`config.mk`:
```
export PLATFORM = sky130hd
export DESIGN_NAME = truth_table_sweeper
export DESIGN_NICKNAME = d
export VERILOG_FILES = /design/src/rtl/truth_table_sweeper.sv
export SDC_FILE = /design/constraint.sdc
export NUM_CORES = 1
export LEC_CHECK = 0
export CORE_AREA = 3 3 64 66
export CTS_CLUSTER_DIAMETER = 30
export DETAILED_ROUTE_END_ITERATION = 10
export DIE_AREA = 0 0 67 69
export GPL_TIMING_DRIVEN = 0
export MAX_ROUTING_LAYER = met4
export PLACE_DENSITY = 0.77
export SLEW_MARGIN = 10
export SYNTH_ARGS = -nofsm -noshare
export SYNTH_HDL_FRONTEND = slang
export SYNTH_SLANG_ARGS = --single-unit
export TNS_END_PERCENT = 1
```
`constraint.sdc`:
```
create_clock -name clk -period 2.22 [get_ports clk]
set_input_delay 0.666 -clock clk [delete_from_list [all_inputs] [get_ports clk]]
set_output_delay 0.666 -clock clk [all_outputs]
set_load 0.01 [all_outputs]
```
`src/rtl/truth_table_sweeper.sv`:
```
// rtl/truth_table_sweeper.sv - drives all 8 input combinations of a 3-input gate circuit and captures its truth table
module truth_table_sweeper #(
    parameter int unsigned SETTLE_CYCLES = 8,
    parameter logic [7:0]  EXPECTED      = 8'h78
) (
    input  logic       clk,
    input  logic       rst_n,
    input  logic       start,
    input  logic       abort,
    input  logic       dut_out,
    output logic       dut_in1,
    output logic       dut_in2,
    output logic       dut_in3,
    output logic       busy,
    output logic       done,
    output logic [7:0] table_out,
    output logic [7:0] unstable,
    output logic       match,
    output logic       aborted
);

    typedef enum logic [1:0] {
        IDLE  = 2'd0,
        APPLY = 2'd1,
        DONE  = 2'd2
    } state_t;

    localparam logic [7:0] CNT_FIRST = 8'(SETTLE_CYCLES - 2);
    localparam logic [7:0] CNT_LAST  = 8'(SETTLE_CYCLES - 1);

    state_t     state;
    state_t     state_next;
    logic [2:0] idx;
    logic [7:0] cnt;
    logic       sync_meta;
    logic       sync;
    logic       s0;
    logic       at_last;
    logic [7:0] sel;
    logic [7:0] table_wr;
    logic [7:0] unstable_wr;

    // idx is held at 0 outside APPLY, so it can drive the circuit inputs directly
    assign {dut_in1, dut_in2, dut_in3} = idx;
    assign busy    = (state == APPLY);
    assign done    = (state == DONE);
    assign at_last = (cnt == CNT_LAST);

    // two-flop synchronizer for the circuit output, which has no relation to clk
    always_ff @(posedge clk or negedge rst_n) begin
        if (!rst_n) begin
            sync_meta <= 1'b0;
            sync      <= 1'b0;
        end else begin
            sync_meta <= dut_out;
            sync      <= sync_meta;
        end
    end

    // state register
    always_ff @(posedge clk or negedge rst_n) begin
        if (!rst_n) begin
            state <= IDLE;
        end else begin
            state <= state_next;
        end
    end

    // next state plus the merged result words for the current combination (index 0 lands in the MSB)
    always_comb begin
        state_next  = state;
        sel         = 8'h80 >> idx;
        table_wr    = (table_out & ~sel) | (sync ? sel : 8'h00);
        unstable_wr = (unstable & ~sel) | ((sync != s0) ? sel : 8'h00);
        case (state)
            IDLE: begin
                if (start) begin
                    state_next = APPLY;
                end
            end
            APPLY: begin
                if (abort) begin
                    state_next = IDLE;
                end else if (at_last && (idx == 3'd7)) begin
                    state_next = DONE;
                end
            end
            DONE: begin
                state_next = IDLE;
            end
            default: begin
                state_next = IDLE;
            end
        endcase
    end

    // sweep counters, sampling and result registers; abort wins over a sample in the same cycle
    always_ff @(posedge clk or negedge rst_n) begin
        if (!rst_n) begin
            idx       <= 3'd0;
            cnt       <= 8'd0;
            s0        <= 1'b0;
            table_out <= 8'h00;
            unstable  <= 8'h00;
            match     <= 1'b0;
            aborted   <= 1'b0;
        end else begin
            case (state)
                IDLE: begin
                    if (start) begin
                        idx       <= 3'd0;
                        cnt       <= 8'd0;
                        table_out <= 8'h00;
                        unstable  <= 8'h00;
                        match     <= 1'b0;
                        aborted   <= 1'b0;
                    end
                end
                APPLY: begin
                    if (abort) begin
                        idx     <= 3'd0;
                        cnt     <= 8'd0;
                        aborted <= 1'b1;
                        match   <= 1'b0;
                    end else begin
                        cnt <= cnt + 8'd1;
                        if (cnt == CNT_FIRST) begin
                            s0 <= sync;
                        end
                        if (at_last) begin
                            table_out <= table_wr;
                            unstable  <= unstable_wr;
                            cnt       <= 8'd0;
                            if (idx == 3'd7) begin
                                // return the inputs to 000 for DONE and publish match with done
                                idx   <= 3'd0;
                                match <= (table_wr == EXPECTED) && (unstable_wr == 8'h00);
                            end else begin
                                idx <= idx + 3'd1;
                            end
                        end
                    end
                end
                default: begin
                end
            endcase
        end
    end

endmodule
```
==> flow_summary.yaml <==
critical_path:
  r2r_slack_ns: 0.16
  worstPathCellList: "dlygate4sd2_1 > or3b_1 > buf_6 > o41ai_4 > buf_4 > o21ai_1 > a32o_1"
  path_delay_family: "buffers and inverters"
  r2r.worst_path.cells: 5
  start_kind: "input port"
  critPathKind: "in -> reg"
  reg2reg_to: "idx[0]"
  cp.buffers_inverters: 3
  max_stage_delay_ns: 0.37
  slowest_stage: "or3b_1"
  r2r-start: "cnt[3]"
  crit_arrival_ns: 2.27
  crit_fanout: 10
  cp.required_ns: 2.39
  endpoint_kind: "register"
outcome:
  status: "completed"
cells_and_area:
  post-route-util_pct: 65.8
  drive_above_1_share_pct: 12.3
  final_common_cell: "dfrtp_1"
  mostFrequentLayoutCells: "dfrtp_1, nand2_1, clkdlybuf4s50_1, o21ai_1, nor2_1"
  regArea_sq_um: 853
  nNetsFinal: 257
  fill_cells: 323
  stdcell_count: 292
  area_growth_syn_to_layout_pct: 24.8
  diodes: 0
  multi_input_area_sq_um: 1010
synth:
  yosys_register_bits: 34
  seq_area_frac_synth_pct: 44.4
  synth.distinct_cells: 47
  netlist_instances: 205
  synth_edf_count: 0
  synthArstFlopShare_pct: 100
  synth_area_sq_um: 1910
  synth_nets: 219
  synth_ff_type: "dfrtp_1"
  syn-mean-instance-area_sq_um: 9.34
  ys_warn_count: 0
detailed_routing:
  drt-total-wl_mm: 4.28
  drt-initial-drc-count: 135
  drtAntennaViolNets: 0
  post_drt_wl_per_cell_um: 14.7
  first_pass_iters: 4
  viasPerCell: 5.71
  drcViolationCount: 0
  vias: 1667
global_route:
  grt_antenna_before_repair: 0
  met3_usage_pct: 5.54
  grt_usage_pct: 21.0
  grt_pass1_vias: 1569
  grt_start_max_net_pins: 35
  grt_pass1_wl_mm: 7.29
  met2_usage_pct: 30.9
  globalRouteMet1Util_pct: 28.5
  busiest_layer: "met2"
  grt-ovfl-total: 0
min_path:
  holdPathStages: 0
  hold_start: "sync_meta"
  min_path_type: "reg -> reg"
  min_to: "sync"
placement:
  gp_congestion: 0.896
  dp_hpwl_mm: 3.03
  placed_cells: 280
  portBuffers: 27
timing:
  slew_headroom_pct: 51.1
  hold_violations: 0
  clock-skew-final_ns: 0.00226
  worst_pin_slew_ns: 0.733
  period_needed_ns: 2.10
  rsz0062_at_grt: "false"
  setup_viol: 0
  layout_worst_path_cycle_share_pct: 94.4
  finalMaxSlewViolations: 0
  max_freq_ghz: 0.477
die:
  start_util_pct: 52.7
  die_height_um: 69
  die_w_um: 67
  io_pins: 28
  placementRows: 22
  core_region_area_sq_um: 3630
  die-area_sq_um: 4620
cts:
  path_clk_slew_ns: 0.06
  numCtsBuffers: 5
  cts_buffer_depth: 2
  htree_levels: 2
  cts_hold_buf: 0
  numClockSinks: 34
  clk_latency_ns: 0.28
  root_buffer: "clkbuf_8"
  cts_tree: "done"
power:
  power.density_nw_per_um2: 597
  peakVddDrop_mv: 0.420
  cellLeakagePower_uw: 0.00102
job:
  maxCapViolCount: 0
## worst register-to-register path: cells and delay by family (launching register included)
family,cells,cell delay [ns]
and+or+nand+nor,3,1.35
DFF,1,0.43
AOI/OAI and AO/OA,2,0.22
## synth_stat cells (2+ instances only)
library cell	n	area share, %
a21oi_1	6	1.6
nor3b_1	2	0.78
nor3_1	3	0.78
o21ai_0	4	1.0
nand3_1	2	0.52
ha_1	9	5.9
a22o_1	2	0.92
nand4_1	4	1.3
inv_1	13	2.5
o21ai_1	20	5.2
dfrtp_1	34	44
nand2b_1	4	1.3
or3_1	2	0.65
and3_1	2	0.65
nand2_1	26	5.1
o22ai_1	3	0.98
a31oi_1	5	1.6
nor2b_1	5	1.6
a32o_1	3	1.6
o31ai_1	3	1.2
xnor2_1	3	1.4
nor2_1	20	3.9
clkbuf_1	3	0.59
xor2_1	3	1.4
mux2i_1	2	1.0
## power by group
part / switching (uW) / leakage (uW) / internal, uW
clock: 214 / 0.0000482 / 250
combinational: 168 / 0.000511 / 112
sequential: 33.4 / 0.000460 / 649
total: 415 / 0.00102 / 1010
## worst max path at each step
stage          startpoint      endpoint  slack [ns]  cells after the start
2_1_floorplan       abort  table_out[4]        0.10                      5
3_5_place_dp        abort  table_out[4]       -0.64                      6
3_3_place_gp        abort  table_out[2]       -0.58                      6
6_report            abort  table_out[2]        0.12                      7
5_1_grt             abort  table_out[2]        0.05                      7
4_1_cts          state[1]          busy     -0.0007                      4
## per-layer routing
layer / vias up / routed length, um / share of wire (%)
met4: 0 / 61 / 1.4
met2: 52 / 1930 / 45
li1: 807 / - / -
met3: 8 / 270 / 6.3
met5: - / 0 / 0
met1: 800 / 2020 / 47
## cells by family (layout without fill, tap and decap cells)
kind of cell | Yosys count | after routing | share of synthesized area, %
and+or+nand+nor | 79 | 79 | 21.6
xor gates and xnor gates | 6 | 6 | 2.75
DFF | 34 | 34 | 44.4
AOI/OAI and AO/OA | 56 | 56 | 19.5
buffers and inverters | 18 | 57 | 4.12
muxes | 3 | 3 | 1.63
adders and majority gates | 9 | 9 | 5.88
## per-stage QoR
step                setup slack [ns]  setup TNS [ns]  hold slack [ns]  power, uW  cell area, sq um
detailed placement            -0.643           -9.56            0.340        959              2240
CTS                        -0.000716       -0.000716            0.355       1440              2370
global route                  0.0455               0            0.371       1510              2390
global placement              -0.576          -16.05            0.333        953              2240
finish                         0.124               0            0.352       1430              2390
floorplan                      0.104               0            0.331        863              1910
## cell type report
cell class	count	share of cell area, %
buffer	5	1.41
sequential	34	35.7
inverter	13	2.04
clock inverter	1	0.209
clock buffer	7	3.61
tap	48	2.51
multi-input combinational	153	42.1
timing repair buffer	31	12.4
## what timing repair did
| item | CTS | global route |
|---|---|---|
| hold endpoints to repair | 0 | 0 |
| resized for setup | 7 | 7 |
| pin swaps | 2 | 0 |
| setup buffers | 4 | 0 |
| endpoints found under the setup margin | 18 | 9 |
## sequential cells by signal (all words and copies together), names as in the netlist
name       count
match          1
state          2
aborted        1
table_out      8
sync           1
unstable       8
s0             1
cnt            8
idx            3
sync_meta      1
Note: power is estimated with default switching activity, not from simulation.
==> variant 1: new RTL, same settings <==
Make the reset (`rst_n`) synchronous in 3 clocked blocks.
--- a/src/rtl/truth_table_sweeper.sv
+++ b/src/rtl/truth_table_sweeper.sv
@@ -49,3 +49,3 @@
     // two-flop synchronizer for the circuit output, which has no relation to clk
-    always_ff @(posedge clk or negedge rst_n) begin
+    always_ff @(posedge clk) begin
         if (!rst_n) begin
@@ -60,3 +60,3 @@
     // state register
-    always_ff @(posedge clk or negedge rst_n) begin
+    always_ff @(posedge clk) begin
         if (!rst_n) begin
@@ -97,3 +97,3 @@
     // sweep counters, sampling and result registers; abort wins over a sample in the same cycle
-    always_ff @(posedge clk or negedge rst_n) begin
+    always_ff @(posedge clk) begin
         if (!rst_n) begin
Function: differs if rst_n is asserted again (counterexample within 4 cycles, from zero or initial values and one cycle with rst_n low); with rst_n held inactive, the same outputs for 10 cycles.
==> variant 1 against the unedited design <==
Sequential cell count unchanged; maximum frequency fell by 1.7%; critical path type is now reg -> out; routed wire length is 2.9% higher; first-iteration DRC count down 27%; cell area fell by 3.1%; register-to-register slack worse by 70 ps; global-route usage is 0.19 points lower; area after synthesis down 4.0%; die area unchanged; hold slack gained 82 ps; setup slack lost 37 ps.
Power is not compared: it rests on default switching activity, and its combinational part moved more than twofold at a synthesized area within 25%.
==> variant 1: results (changes against the unedited design) <==
outcome=completed (unchanged); Min-Delay Path Depth=1 (was 0); post-synthesis adder-cell area fraction=6.127% (was 5.882%); Post-synth ARST share=0% (was 100.0%); HPWL after DPL=3192 um (was 3032 um); worst-margin pin slew=494.0 ps (was 732.9 ps); sequential-to-total area share from yosys stat=37.03% (was 44.44%); Compound-Gate Fraction of Synth Area=17.90% (was 19.54%); max incr delay on CP=540 ps (was 370 ps); layout cell share with drive strength beyond 1=13.67% (was 12.30%); largest net degree at the start of global routing=11 (was 35); fillcell total=321 (was 323); Synth area leaders=dfxtp_1 37%, ha_1 6.1%, nand3_1 4.9% (was dfrtp_1 44%, ha_1 5.9%, o21ai_1 5.2%); mux cell area share after synthesis=3.880% (was 1.634%); post_cts resized=8 (was 7); vias in the first global route=1,535 (was 1,569); HP Start=sync_meta$_SDFF_PN0_ (was sync_meta$_DFF_PN0_); final net count=269 (was 257); switching pwr=287.8 uW; via count=1,697 (was 1,667); post-CTS setup buffer count=2 (was 4); top post-synthesis cells by count=34 x dfxtp_1, 23 x nor2_1, 19 x nand2_1 (was 34 x dfrtp_1, 26 x nand2_1, 20 x nor2_1, 20 x o21ai_1, 13 x inv_1); slowest CP cell=clkdlybuf4s50_1 (was or3b_1); Crit Path Max Fanout=9 (was 10); grt met1 use=24.32% (was 28.48%); worst reg-to-reg path cell count=6 (was 5); R2R Setup Slk=90 ps (was 160 ps); number of DRC markers in iteration 0=99 (was 135); first-pass GRT wire length=7251 um (was 7293 um); Hold Path Sink=sync$_SDFF_PN0_ (was sync$_DFF_PN0_); skew final=10.20 ps (was 2.265 ps); M1 WL=1836 um (was 2016 um); post-synthesis cell type count=49 (was 47); R2R Path End=table_out[6]$_SDFFE_PN0P_ (was idx[0]$_DFFE_PN0P_); GR Util met3=5.537% (unchanged); routed length on met3=281 um (was 270 um); CP Capture Point=done (was table_out[2]$_DFFE_PN0P_); met2 routed WL=2216 um (was 1929 um); area of placed instances=0.002168 sq mm (was 0.002240 sq mm); Routed WL=4400 um (was 4278 um); GRT Total Usage=20.78% (was 20.96%); worst setup path start=state[1]$_SDFFE_PN0P_ (was abort)
==> variant 1: per-stage QoR <==
stage | power, mW | cells | hold slack, ps | setup TNS, ps | setup WS (ps)
floorplan | 0.6936 | 220 | 411.9 | 0 | 19.93
global placement | 0.7236 | 295 | 416.0 | -6942 | -428.5
detailed placement | 0.7252 | 295 | 422.2 | -7239 | -442.0
CTS | 1.253 | 304 | 439.2 | 0 | 76.89
global route | 1.294 | 304 | 457.9 | 0 | 0.08804
finish | 1.251 | 304 | 434.3 | 0 | 86.87
==> variant 1: area by class of cell <==
type / instances / area, sq um / area share [%]
multi-input cells: 166 / 1074 / 46.38
flip-flops and latches: 34 / 684.4 / 29.57
repair buffers: 29 / 284.0 / 12.27
clock buffers: 8 / 110.1 / 4.757
well taps: 48 / 60.06 / 2.595
plain buffers: 8 / 56.30 / 2.432
inverters: 11 / 46.29 / 2.000
==> variant 2: new RTL, config.mk and constraints unchanged <==
Made on the original files. Change the parameter `EXPECTED` from 8'h78 to 8'h3C.
--- a/src/rtl/truth_table_sweeper.sv
+++ b/src/rtl/truth_table_sweeper.sv
@@ -3,3 +3,3 @@
     parameter int unsigned SETTLE_CYCLES = 8,
-    parameter logic [7:0]  EXPECTED      = 8'h78
+    parameter logic [7:0]  EXPECTED      = 8'h3C
 ) (
Formal check against the unedited RTL: same outputs for any inputs over 10 cycles, from zero or initial values and one cycle with rst_n low; that may be too few to reach the edited logic, so the function may still have changed.
==> variant 2 against the unedited design <==
Clock power shrank 2%; non-clock buffer count grew 2; sequential cell count is the same; first-iteration DRC count is the same; routed wire length shrank 2.4%; area after synthesis shrank 1.6%; cell area shrank 2.1%; setup slack lost 55 ps; total power shrank 5.3%.
==> variant 2: results (changes against the unedited design) <==
Routed WL=4176 um (was 4278 um); GRT Total Usage=19.86% (was 20.96%); final net count=256 (was 257); Final Core Density=64.36% (was 65.77%); post-synthesis cell type count=44 (was 47); Synth area leaders=dfrtp_1 45%, o21ai_0 7.2%, ha_1 6.0% (was dfrtp_1 44%, ha_1 5.9%, o21ai_1 5.2%); HPWL after DPL=2998 um (was 3032 um); fillcell total=306 (was 323); Net Sw Frac=27.95% (was 29.11%); outcome=completed (unchanged); Regs by FF count=cnt (8), table_out (8), unstable (8) (unchanged); sequential-to-total area share from yosys stat=45.15% (was 44.44%); worst-margin pin slew=739.1 ps (was 732.9 ps); vias in the first global route=1,472 (was 1,569); final cell count without fillers=289 (was 292); placed insts=279 (was 280); post-synthesis net count=218 (was 219); skew final=7.190 ps (was 2.265 ps); worst min path class=reg -> reg (unchanged); Flop pwr share=48.7% (was 47.9%); RePlAce Congestion=0.8158 (was 0.8964); top post-synthesis cells by count=34 x dfrtp_1, 27 x o21ai_0, 24 x nand2_1 (was 34 x dfrtp_1, 26 x nand2_1, 20 x nor2_1, 20 x o21ai_1, 13 x inv_1); Post-Place Setup Slack=-555.7 ps (was -642.7 ps); first-pass GRT wire length=6837 um (was 7293 um); Avg Cell Area, Syn=9.237 sq um (was 9.338 sq um); layout cell share with drive strength beyond 1=10.79% (was 12.30%); vias per cell=5.592 (was 5.709); Max IR drop VDD=0.2994 mV (was 0.4197 mV); leakage power=1.029 nW (was 1.020 nW); area of placed instances=0.002210 sq mm (was 0.002240 sq mm); arrival time at the worst endpoint=1490 ps (was 2270 ps)
==> variant 2: cell count changes after synthesis, moves of 3 or more <==
cell / delta
o21ai_1: -20
nor2b_1: -3
buf_2: +4
a31oi_1: -5
nand4_1: -4
a21oi_1: +5
nor3_1: +3
inv_1: -3
o21ai_0: +23
nand3_1: +5
==> variant 2: layout make-up <==
type	count	area share, %
multi-input cells	153	41.47
repair buffers	31	12.68
inverters	10	1.605
flip-flops and latches	34	36.38
well taps	48	2.568
plain buffers	7	1.766
clock buffers	6	3.531
==> variant 2: per-stage QoR <==
step	hold WS [ps]	setup TNS [ps]
6_report	354.0	0
5_1_grt	359.6	-17.10
4_1_cts	356.8	-1003
3_5_place_dp	341.8	-9959
3_3_place_gp	333.6	-17260
2_1_floorplan	331.2	0
==> variant 2: path summary, 6_finish.rpt <==
path	startpoint	end	slack (ps)
worst max register to register	cnt[4]$_DFFE_PN0P_	idx[0]$_DFFE_PN0P_	130
worst min-delay path	sync_meta$_DFF_PN0_	sync$_DFF_PN0_	350
worst min register to register	sync_meta$_DFF_PN0_	sync$_DFF_PN0_	350
min in group asynchronous	rst_n	unstable[1]$_DFFE_PN0P_	440
worst max-delay path	state[0]$_DFFE_PN0P_	busy	70
max in group asynchronous	rst_n	cnt[0]$_DFFE_PN0P_	1310
==> variant 2: cell families after synthesis <==
| family | Yosys count | synth area share, % |
|---|---|---|
| buf+inv | 17 | 3.652 |
| fa+ha+maj | 9 | 5.976 |
| flops | 34 | 45.15 |
| simple gates | 78 | 21.18 |
| xor+xnor | 6 | 2.789 |
| compound gates | 57 | 19.59 |
| mux | 3 | 1.660 |
==> variant 2: metal layers <==
layer	global-route usage [%]	up-vias	part of all wire [%]
li1	-	791	-
met1	27.51	783	48
met2	28.28	34	46
met3	4.886	8	5.0
met4	6.757	0	1.5
met5	-	-	0
==> variant 2: what timing repair did <==
item / CTS / global route
pin swaps: 2 / 1
setup endpoints to repair: 17 / 26
gates resized for setup: 7 / 3
buffers inserted: 2 / 2
==> variant 2: power groups by stage <==
stage,clock (mW),combinational (mW),sequential [mW]
detailed placement,0,0.231,0.669
floorplan,0,0.144,0.669
global route,0.486,0.268,0.660
CTS,0.463,0.239,0.658
finish,0.452,0.240,0.658
global placement,0,0.227,0.668
==> variant 2: worst max-delay path, stage by stage (launching register included) <==
cell           delay (ps)
dfrtp_1               360
buf_2                 160
nand2_1               130
clkbuf_4              220
inv_1                  50
dlygate4sd2_1         280
